==> config.mk <==
export PLATFORM = sky130hd
export DESIGN_NAME = pipe_id_ex_flat
export DESIGN_NICKNAME = d
export VERILOG_FILES = /design/src/rtl/pipe_id_ex_pkg.sv /design/src/rtl/pipe_id_ex_if.sv /design/src/rtl/pipe_id_ex_pipe_reg.sv /design/src/rtl/pipe_id_ex.sv /design/src/flat_wrapper.sv
export SDC_FILE = /design/constraint.sdc
export NUM_CORES = 1
export LEC_CHECK = 0
export ABC_AREA = 1
export BUFFER_PORTS_ARGS = -buffer_cell sky130_fd_sc_hd__buf_4
export CORE_MARGIN = 2
export CORE_UTILIZATION = 42
export CTS_BUF_LIST = sky130_fd_sc_hd__clkbuf_8
export DETAILED_ROUTE_END_ITERATION = 6
export PLACE_DENSITY = 0.87
export SYNTH_ARGS = -nofsm -noshare
export SYNTH_HDL_FRONTEND = slang
export SYNTH_HIERARCHICAL = 1
export SYNTH_SLANG_ARGS = --single-unit
==> constraint.sdc <==
create_clock -name clk -period 1.68 [get_ports clk]
set_clock_uncertainty 0.2 [all_clocks]
set_input_delay 0.336 -clock clk [delete_from_list [all_inputs] [get_ports clk]]
set_output_delay 0.336 -clock clk [all_outputs]
set_load 0.01 [all_outputs]
==> src/rtl/pipe_id_ex_pkg.sv <==
// rtl/pipe_id_ex_pkg.sv - shared widths and control bundle for the ID/EX pipeline register
package pipe_id_ex_pkg;

    localparam int XLEN      = 32;
    localparam int ALUOP_W   = 4;
    localparam int REGADDR_W = 5;

    // Control bundle reused by the later pipeline registers (EX/MEM, MEM/WB).
    typedef struct packed {
        logic [ALUOP_W-1:0] aluop;
        logic               alusrc;
        logic               regwrite;
        logic               memtoreg;
        logic               memwrite;
        logic               memread;
    } id_ex_ctrl_t;

    localparam int CTRL_W = $bits(id_ex_ctrl_t);

endpackage

==> src/rtl/pipe_id_ex_if.sv <==
// rtl/pipe_id_ex_if.sv - ID-side inputs and EX-side outputs of the ID/EX register
interface pipe_id_ex_if
    import pipe_id_ex_pkg::*;
#(
    parameter int WIDTH = XLEN
) ();

    logic [ALUOP_W-1:0]   ALUOP_IN;
    logic                 ALUSRC_IN;
    logic                 REGWRITE_IN;
    logic                 MEMTOREG_IN;
    logic                 MEMWRITE_IN;
    logic                 MEMREAD_IN;
    logic [REGADDR_W-1:0] ARS1_IN;
    logic [REGADDR_W-1:0] ARS2_IN;
    logic [REGADDR_W-1:0] ARD_IN;
    logic [WIDTH-1:0]     RS1_IN;
    logic [WIDTH-1:0]     RS2_IN;
    logic [WIDTH-1:0]     IMMEDIATE_IN;

    logic [ALUOP_W-1:0]   ALUOP_OUT;
    logic                 ALUSRC_OUT;
    logic                 REGWRITE_OUT;
    logic                 MEMTOREG_OUT;
    logic                 MEMWRITE_OUT;
    logic                 MEMREAD_OUT;
    logic [REGADDR_W-1:0] ARS1_OUT;
    logic [REGADDR_W-1:0] ARS2_OUT;
    logic [REGADDR_W-1:0] ARD_OUT;
    logic [WIDTH-1:0]     RS1_OUT;
    logic [WIDTH-1:0]     RS2_OUT;
    logic [WIDTH-1:0]     IMMEDIATE_OUT;

    modport master (
        output ALUOP_IN, ALUSRC_IN, REGWRITE_IN, MEMTOREG_IN, MEMWRITE_IN, MEMREAD_IN,
        output ARS1_IN, ARS2_IN, ARD_IN, RS1_IN, RS2_IN, IMMEDIATE_IN,
        input  ALUOP_OUT, ALUSRC_OUT, REGWRITE_OUT, MEMTOREG_OUT, MEMWRITE_OUT, MEMREAD_OUT,
        input  ARS1_OUT, ARS2_OUT, ARD_OUT, RS1_OUT, RS2_OUT, IMMEDIATE_OUT
    );

    modport slave (
        input  ALUOP_IN, ALUSRC_IN, REGWRITE_IN, MEMTOREG_IN, MEMWRITE_IN, MEMREAD_IN,
        input  ARS1_IN, ARS2_IN, ARD_IN, RS1_IN, RS2_IN, IMMEDIATE_IN,
        output ALUOP_OUT, ALUSRC_OUT, REGWRITE_OUT, MEMTOREG_OUT, MEMWRITE_OUT, MEMREAD_OUT,
        output ARS1_OUT, ARS2_OUT, ARD_OUT, RS1_OUT, RS2_OUT, IMMEDIATE_OUT
    );

endinterface

==> src/rtl/pipe_id_ex_pipe_reg.sv <==
// rtl/pipe_id_ex_pipe_reg.sv - parameterised D flop with synchronous active-low clear
module pipe_reg #(
    parameter int WIDTH = 32
) (
    input  logic             clk_i,
    input  logic             rstn_i,
    input  logic [WIDTH-1:0] d_i,
    output logic [WIDTH-1:0] q_o
);

    logic [WIDTH-1:0] data_q;
    logic [WIDTH-1:0] data_d;

    // Clear wins over capture, so a cleared stage becomes a bubble.
    assign data_d = rstn_i ? d_i : '0;

    always_ff @(posedge clk_i) begin
        data_q <= data_d;
    end

    assign q_o = data_q;

endmodule

==> src/rtl/pipe_id_ex.sv <==
// rtl/pipe_id_ex.sv - ID/EX pipeline register: one-cycle registered copy of the decode outputs
module pipe_id_ex
    import pipe_id_ex_pkg::*;
#(
    parameter int WIDTH = XLEN
) (
    input  logic         clk,
    input  logic         rst,
    pipe_id_ex_if.slave  bus
);

    localparam int BUS_W = CTRL_W + 3 * REGADDR_W + 3 * WIDTH;

    id_ex_ctrl_t          ctrl_d;
    id_ex_ctrl_t          ctrl_q;
    logic [REGADDR_W-1:0] ars1_q;
    logic [REGADDR_W-1:0] ars2_q;
    logic [REGADDR_W-1:0] ard_q;
    logic [WIDTH-1:0]     rs1_q;
    logic [WIDTH-1:0]     rs2_q;
    logic [WIDTH-1:0]     imm_q;
    logic [BUS_W-1:0]     stage_d;
    logic [BUS_W-1:0]     stage_q;

    assign ctrl_d = {bus.ALUOP_IN, bus.ALUSRC_IN, bus.REGWRITE_IN,
                     bus.MEMTOREG_IN, bus.MEMWRITE_IN, bus.MEMREAD_IN};

    // Whole stage is one flat bus so every field shares the same clear and timing.
    assign stage_d = {ctrl_d, bus.ARS1_IN, bus.ARS2_IN, bus.ARD_IN,
                      bus.RS1_IN, bus.RS2_IN, bus.IMMEDIATE_IN};

    pipe_reg #(
        .WIDTH (BUS_W)
    ) u_stage_reg (
        .clk_i  (clk),
        .rstn_i (rst),
        .d_i    (stage_d),
        .q_o    (stage_q)
    );

    assign {ctrl_q, ars1_q, ars2_q, ard_q, rs1_q, rs2_q, imm_q} = stage_q;

    assign bus.ALUOP_OUT     = ctrl_q.aluop;
    assign bus.ALUSRC_OUT    = ctrl_q.alusrc;
    assign bus.REGWRITE_OUT  = ctrl_q.regwrite;
    assign bus.MEMTOREG_OUT  = ctrl_q.memtoreg;
    assign bus.MEMWRITE_OUT  = ctrl_q.memwrite;
    assign bus.MEMREAD_OUT   = ctrl_q.memread;
    assign bus.ARS1_OUT      = ars1_q;
    assign bus.ARS2_OUT      = ars2_q;
    assign bus.ARD_OUT       = ard_q;
    assign bus.RS1_OUT       = rs1_q;
    assign bus.RS2_OUT       = rs2_q;
    assign bus.IMMEDIATE_OUT = imm_q;

endmodule

==> src/flat_wrapper.sv <==
// flat-port wrapper written by rule: the top's interface ports become plain ports
module pipe_id_ex_flat import pipe_id_ex_pkg::*;
#(
    parameter int WIDTH = XLEN
)
  (clk, rst, bus_ALUOP_IN, bus_ALUSRC_IN, bus_REGWRITE_IN, bus_MEMTOREG_IN, bus_MEMWRITE_IN, bus_MEMREAD_IN, bus_ARS1_IN, bus_ARS2_IN, bus_ARD_IN, bus_RS1_IN, bus_RS2_IN, bus_IMMEDIATE_IN, bus_ALUOP_OUT, bus_ALUSRC_OUT, bus_REGWRITE_OUT, bus_MEMTOREG_OUT, bus_MEMWRITE_OUT, bus_MEMREAD_OUT, bus_ARS1_OUT, bus_ARS2_OUT, bus_ARD_OUT, bus_RS1_OUT, bus_RS2_OUT, bus_IMMEDIATE_OUT);
  pipe_id_ex_if #(.WIDTH(WIDTH)) bus_i ();
  input  logic clk;
  input  logic rst;
  input wire logic [$bits(bus_i.ALUOP_IN)-1:0] bus_ALUOP_IN;
  input wire logic [$bits(bus_i.ALUSRC_IN)-1:0] bus_ALUSRC_IN;
  input wire logic [$bits(bus_i.REGWRITE_IN)-1:0] bus_REGWRITE_IN;
  input wire logic [$bits(bus_i.MEMTOREG_IN)-1:0] bus_MEMTOREG_IN;
  input wire logic [$bits(bus_i.MEMWRITE_IN)-1:0] bus_MEMWRITE_IN;
  input wire logic [$bits(bus_i.MEMREAD_IN)-1:0] bus_MEMREAD_IN;
  input wire logic [$bits(bus_i.ARS1_IN)-1:0] bus_ARS1_IN;
  input wire logic [$bits(bus_i.ARS2_IN)-1:0] bus_ARS2_IN;
  input wire logic [$bits(bus_i.ARD_IN)-1:0] bus_ARD_IN;
  input wire logic [$bits(bus_i.RS1_IN)-1:0] bus_RS1_IN;
  input wire logic [$bits(bus_i.RS2_IN)-1:0] bus_RS2_IN;
  input wire logic [$bits(bus_i.IMMEDIATE_IN)-1:0] bus_IMMEDIATE_IN;
  output wire logic [$bits(bus_i.ALUOP_OUT)-1:0] bus_ALUOP_OUT;
  output wire logic [$bits(bus_i.ALUSRC_OUT)-1:0] bus_ALUSRC_OUT;
  output wire logic [$bits(bus_i.REGWRITE_OUT)-1:0] bus_REGWRITE_OUT;
  output wire logic [$bits(bus_i.MEMTOREG_OUT)-1:0] bus_MEMTOREG_OUT;
  output wire logic [$bits(bus_i.MEMWRITE_OUT)-1:0] bus_MEMWRITE_OUT;
  output wire logic [$bits(bus_i.MEMREAD_OUT)-1:0] bus_MEMREAD_OUT;
  output wire logic [$bits(bus_i.ARS1_OUT)-1:0] bus_ARS1_OUT;
  output wire logic [$bits(bus_i.ARS2_OUT)-1:0] bus_ARS2_OUT;
  output wire logic [$bits(bus_i.ARD_OUT)-1:0] bus_ARD_OUT;
  output wire logic [$bits(bus_i.RS1_OUT)-1:0] bus_RS1_OUT;
  output wire logic [$bits(bus_i.RS2_OUT)-1:0] bus_RS2_OUT;
  output wire logic [$bits(bus_i.IMMEDIATE_OUT)-1:0] bus_IMMEDIATE_OUT;
  assign bus_i.ALUOP_IN = bus_ALUOP_IN;
  assign bus_i.ALUSRC_IN = bus_ALUSRC_IN;
  assign bus_i.REGWRITE_IN = bus_REGWRITE_IN;
  assign bus_i.MEMTOREG_IN = bus_MEMTOREG_IN;
  assign bus_i.MEMWRITE_IN = bus_MEMWRITE_IN;
  assign bus_i.MEMREAD_IN = bus_MEMREAD_IN;
  assign bus_i.ARS1_IN = bus_ARS1_IN;
  assign bus_i.ARS2_IN = bus_ARS2_IN;
  assign bus_i.ARD_IN = bus_ARD_IN;
  assign bus_i.RS1_IN = bus_RS1_IN;
  assign bus_i.RS2_IN = bus_RS2_IN;
  assign bus_i.IMMEDIATE_IN = bus_IMMEDIATE_IN;
  assign bus_ALUOP_OUT = bus_i.ALUOP_OUT;
  assign bus_ALUSRC_OUT = bus_i.ALUSRC_OUT;
  assign bus_REGWRITE_OUT = bus_i.REGWRITE_OUT;
  assign bus_MEMTOREG_OUT = bus_i.MEMTOREG_OUT;
  assign bus_MEMWRITE_OUT = bus_i.MEMWRITE_OUT;
  assign bus_MEMREAD_OUT = bus_i.MEMREAD_OUT;
  assign bus_ARS1_OUT = bus_i.ARS1_OUT;
  assign bus_ARS2_OUT = bus_i.ARS2_OUT;
  assign bus_ARD_OUT = bus_i.ARD_OUT;
  assign bus_RS1_OUT = bus_i.RS1_OUT;
  assign bus_RS2_OUT = bus_i.RS2_OUT;
  assign bus_IMMEDIATE_OUT = bus_i.IMMEDIATE_OUT;
  pipe_id_ex #(.WIDTH(WIDTH)) u_core (.clk(clk), .rst(rst), .bus(bus_i));
endmodule
**After elaboration in Yosys (flattened, before gate mapping)**

Cells that the tools add are included.

- Bits in latches: 0
- Register bits: 120
- Input port bits: 122
- Logic and storage cells: 1
- Memory bits (read-only): 0
- Memories kept: 0
- Memory bits (writable): 0
- Output and inout port bits: 120

- Mux-type cells: 0
- Add/subtract/negate cells: 0
- Eq/ne operators: 0
- $mul: 0
- Reduce and logical (&&, ||, !) cells: 0
- Divide/modulo/power cells: 0
- Bitwise operators: 0
- $lt $le $gt $ge: 0
- Shift-type cells: 0

**Logic depth before layout (Yosys ltp)**

- Depth after elaboration: 0
- Gate-level depth with buffers: 4
- Mapped depth without buffers: 2

**Worst setup path after synthesis**

No wires, ideal clock.

- Path kind: in2reg
- Start point: in rst
- End point: reg u_core.u_stage_reg.data_q[100], in the netlist u_core/u_stage_reg/q_o[100]
- Slack: 660 ps
- Stages: 4
- Buffers on the path: 2
- Arrival time: 711 ps
- Data required time: 1371 ps
- Library setup time: 109 ps
- Cells stage by stage: buf_4 > buf_6 > nand2_1 > inv_1

RTL lines:

| element | RTL line | source |
|---|---|---|
| start, declared | flat_wrapper.sv:9 | `input logic rst;` |
| end signal, assigned | pipe_id_ex_pipe_reg.sv:18 | `data_q <= data_d;` |
| end, declared | pipe_id_ex_pipe_reg.sv:11 | `logic [WIDTH-1:0] data_q;` |

No word-level cell between the ends.

**Worst setup path after layout**

- Start point: in rst
- End point: reg u_core.u_stage_reg.data_q[48], in the netlist u_core/u_stage_reg/q_o[48]

No word-level cell between the ends.

==> metrics.txt <==
# TYPE chip_impl_metric gauge
chip_impl_metric{name="synthCells",unit=""} 373
chip_impl_metric{name="finalInstanceArea",unit="mm2"} 0.00682
chip_impl_metric{name="detailed_route_drc_error_count",unit=""} 0
chip_impl_metric{name="dp_cells",unit=""} 703
chip_impl_metric{name="critPathMaxFanout",unit=""} 120
chip_impl_metric{name="avgViaCountPerCell",unit=""} 4.32
chip_impl_info{name="worst_path_dominant_cell_family",value="buffers and inverters"} 1
chip_impl_metric{name="leakage",unit="nW"} 4.11
chip_impl_info{name="yosys_most_used_dff",value="sky130_fd_sc_hd__dfxtp_1"} 1
chip_impl_metric{name="area_growth_syn_to_layout",unit="%"} 98.8
chip_impl_metric{name="grt_remaining_overflow",unit=""} 0
chip_impl_metric{name="wire_per_inst",unit="um"} 16.2
chip_impl_metric{name="postCtsSetupBuffers",unit=""} 0
chip_impl_metric{name="mappedNetlistNets",unit=""} 495
chip_impl_metric{name="synth_enable_flop_cells",unit=""} 0
chip_impl_metric{name="maxSlewHeadroom",unit="%"} 24.2
chip_impl_metric{name="power.switching_fraction",unit="%"} 23.5
chip_impl_metric{name="floorplan.initialDensity",unit="%"} 44.0
chip_impl_metric{name="finalCriticalPeriod",unit="ns"} 1.43
chip_impl_metric{name="wire_length_of_the_first_global_routing_pass",unit="mm"} 20.4
chip_impl_metric{name="cp.required",unit="ns"} 1.82
chip_impl_metric{name="post_dp_cell_area",unit="mm2"} 0.00524
chip_impl_metric{name="yosysUniqueCellTypes",unit=""} 6
chip_impl_metric{name="synth_area_per_cell",unit="um2"} 9.20
chip_impl_metric{name="pwr-share-comb",unit="%"} 15.1
chip_impl_info{name="outcome",value="finished clean"} 1
chip_impl_metric{name="gp_congestion",unit=""} 0.711
chip_impl_info{name="synthTopCellsByArea",value="sky130_fd_sc_hd__dfxtp_1 70%, sky130_fd_sc_hd__inv_1 13%, sky130_fd_sc_hd__nand2_1 13%"} 1
chip_impl_metric{name="stdcell_count",unit=""} 854
chip_impl_metric{name="cts_htree_levels",unit=""} 4
chip_impl_metric{name="power.density",unit="mW/mm2"} 956
chip_impl_metric{name="cts-resized-gates",unit=""} 0
chip_impl_metric{name="antenna_left",unit=""} 0
chip_impl_metric{name="ys.warnings.count",unit=""} 6
chip_impl_metric{name="fin_crit_sh",unit="%"} 85.4
chip_impl_metric{name="die_width",unit="um"} 94.4
chip_impl_info{name="netlist.top_cell.by_area",value="sky130_fd_sc_hd__dfxtp_1"} 1
chip_impl_metric{name="detail_route.iter0.violations",unit=""} 106
chip_impl_metric{name="ys_seq_area_share",unit="%"} 70.0
chip_impl_info{name="critical_path_class",value="input port to flip-flop"} 1
chip_impl_metric{name="finalHoldViolations",unit=""} 0
chip_impl_metric{name="dr_total_vias",unit=""} 3686
chip_impl_metric{name="number_of_ports_placed_on_the_die_boundary",unit=""} 242
chip_impl_metric{name="synthesized_area",unit="mm2"} 0.00343
chip_impl_info{name="critical_path.startpoint_type",value="input port"} 1
chip_impl_metric{name="floorplan.die_area",unit="mm2"} 0.00891
chip_impl_metric{name="worst_path_largest_cell_delay",unit="ns"} 0.80
chip_impl_metric{name="nets",unit=""} 862
chip_impl_metric{name="insertedDiodeCount",unit=""} 0
chip_impl_metric{name="place.port_buffers",unit=""} 241
chip_impl_metric{name="grt_start_max_net_pins",unit=""} 121
chip_impl_metric{name="totalWireLength",unit="mm"} 13.8
chip_impl_metric{name="cts.hold.buffers_added",unit=""} 120
chip_impl_metric{name="cap_viol_max_count",unit=""} 0
chip_impl_metric{name="p_int",unit="mW"} 4.99
chip_impl_metric{name="max-vdd-ir-drop",unit="V"} 0.000642
chip_impl_metric{name="min_delay_path_depth",unit=""} 3
chip_impl_metric{name="synthDominantCellAreaShare",unit="%"} 70.0
chip_impl_info{name="critical_path.cell_chain",value="buf_4 > nand2_1 > inv_1"} 1
chip_impl_metric{name="clock_sinks",unit=""} 120
chip_impl_metric{name="power.switching",unit="mW"} 1.53
chip_impl_info{name="hp-class",value="input port to flip-flop"} 1
chip_impl_metric{name="yosys_register_bits",unit=""} 120
chip_impl_metric{name="power.clock.fraction",unit="%"} 38.2
chip_impl_metric{name="largest_reg_flops",unit=""} 120
chip_impl_info{name="rsz0062_at_grt",value="false"} 1
chip_impl_metric{name="drt_pass1_iterations",unit=""} 6
chip_impl_metric{name="grt_pass1_vias",unit=""} 4024
chip_impl_metric{name="max_slew_violations",unit=""} 0
chip_impl_metric{name="setup-violations-final",unit=""} 0
chip_impl_info{name="cts_tree",value="done"} 1
chip_impl_info{name="critical-path-slowest-cell",value="sky130_fd_sc_hd__buf_4"} 1
chip_impl_metric{name="clockBufferDepth",unit=""} 2
chip_impl_metric{name="core_area",unit="mm2"} 0.00781
chip_impl_metric{name="groute.usage.overall",unit="%"} 31.3
chip_impl_info{name="worstHoldStart",value="rst"} 1
chip_impl_metric{name="cts_inserted_buffers",unit=""} 17
chip_impl_metric{name="fp-row-count",unit=""} 32
chip_impl_metric{name="final.setup.tns",unit="ns"} 0
chip_impl_metric{name="detailedPlace.worstSlack",unit="ns"} -0.0256
chip_impl_metric{name="tightestPinTransition",unit="ns"} 1.14
chip_impl_metric{name="fmaxAchievable",unit="MHz"} 697
chip_impl_info{name="synth.cells.most_frequent",value="120 x sky130_fd_sc_hd__dfxtp_1, 120 x sky130_fd_sc_hd__inv_1, 120 x sky130_fd_sc_hd__nand2_1"} 1
chip_impl_metric{name="clk_transition_reported_paths",unit="ns"} 0.07
chip_impl_metric{name="worst-endpoint-arrival",unit="ns"} 1.57
chip_impl_metric{name="drive_above_1_share",unit="%"} 35.8
chip_impl_metric{name="fillers",unit=""} 313
chip_impl_metric{name="sequentialPowerShare",unit="%"} 46.8
chip_impl_metric{name="cp_num_buf_inv",unit=""} 2
chip_impl_metric{name="worst_slack",unit="ns"} 0.246
chip_impl_info{name="min_delay_worst_endpoint",value="u_core/u_stage_reg/q_o[12]"} 1
chip_impl_metric{name="finalCoreUtilization",unit="%"} 87.4
chip_impl_metric{name="async_reset_ff_share",unit="%"} 0
chip_impl_metric{name="fp.dieH",unit="um"} 94.4
chip_impl_metric{name="number_of_antenna_violations_at_the_first_check_in_global_routing",unit=""} 0
chip_impl_metric{name="hpwl",unit="mm"} 6.56
chip_impl_info{name="clock_root_cell",value="sky130_fd_sc_hd__clkbuf_8"} 1
chip_impl_info{name="critical_path.endpoint_type",value="flip-flop"} 1
==> power groups by stage <==
| stage | clock [mW] | combinational (mW) | sequential [mW] |
|---|---|---|---|
| floorplan | 0 | 0.155 | 3.18 |
| global placement | 0 | 0.680 | 3.10 |
| detailed placement | 0 | 0.700 | 3.11 |
| CTS | 2.49 | 0.928 | 3.04 |
| global route | 2.68 | 1.05 | 3.06 |
| finish | 2.49 | 0.983 | 3.05 |
==> cell type report <==
type                    instances  area [um2]  share of cell area [%]
clock inverters                11         108                    1.58
inverters                     120         450                    6.60
flip-flops and latches        120        2400                    35.2
repair buffers                361        3010                    44.1
multi-input cells             120         450                    6.60
clock buffers                  20         275                    4.03
well taps                     102         128                    1.87
==> placed cells by master, fill, tap and decap left out, drive strengths merged <==
cell type / instances
buf: 241
dlygate4sd3: 120
bufinv: 2
clkinv: 5
dfxtp: 120
nand2: 120
clkinvlp: 1
inv: 123
clkbuf: 20
==> through the flow <==
step,power [mW],hold WS [ns]
after floorplan,3.34,0.229
after global placement,3.78,0.314
after detailed placement,3.81,0.321
after CTS,6.46,0.396
after global routing,6.79,0.438
final,6.53,0.404
==> kinds of logic after synthesis <==
family / count (synthesis) / synth area share, %
simple gates: 120 / 13.1
buf+inv: 133 / 16.9
flops: 120 / 70.0
==> worst max path at each step <==
stage / from / to / slack, ns / cells past startpoint
floorplan: rst / u_core/u_stage_reg/q_o[100] / 0.66 / 4
global placement: rst / u_core/u_stage_reg/q_o[1] / 0.06 / 3
detailed placement: rst / u_core/u_stage_reg/q_o[58] / -0.03 / 3
CTS: u_core/u_stage_reg/q_o[80] / bus_RS1_OUT[16] / 0.24 / 1
global route: u_core/u_stage_reg/q_o[80] / bus_RS1_OUT[16] / 0.19 / 1
finish: rst / u_core/u_stage_reg/q_o[48] / 0.25 / 3
==> per-layer routing <==
metal	vias up	global-route usage [%]	share of wire [%]	routed length, um
met4	0	14.9	3.8	523
met5	-	0	0	0
met2	219	59.2	54	7450
met3	48	12.2	9.1	1260
met1	1689	29.1	33	4570
li1	1730	-	-	-
No activity file was read; power rests on OpenSTA's default activity.
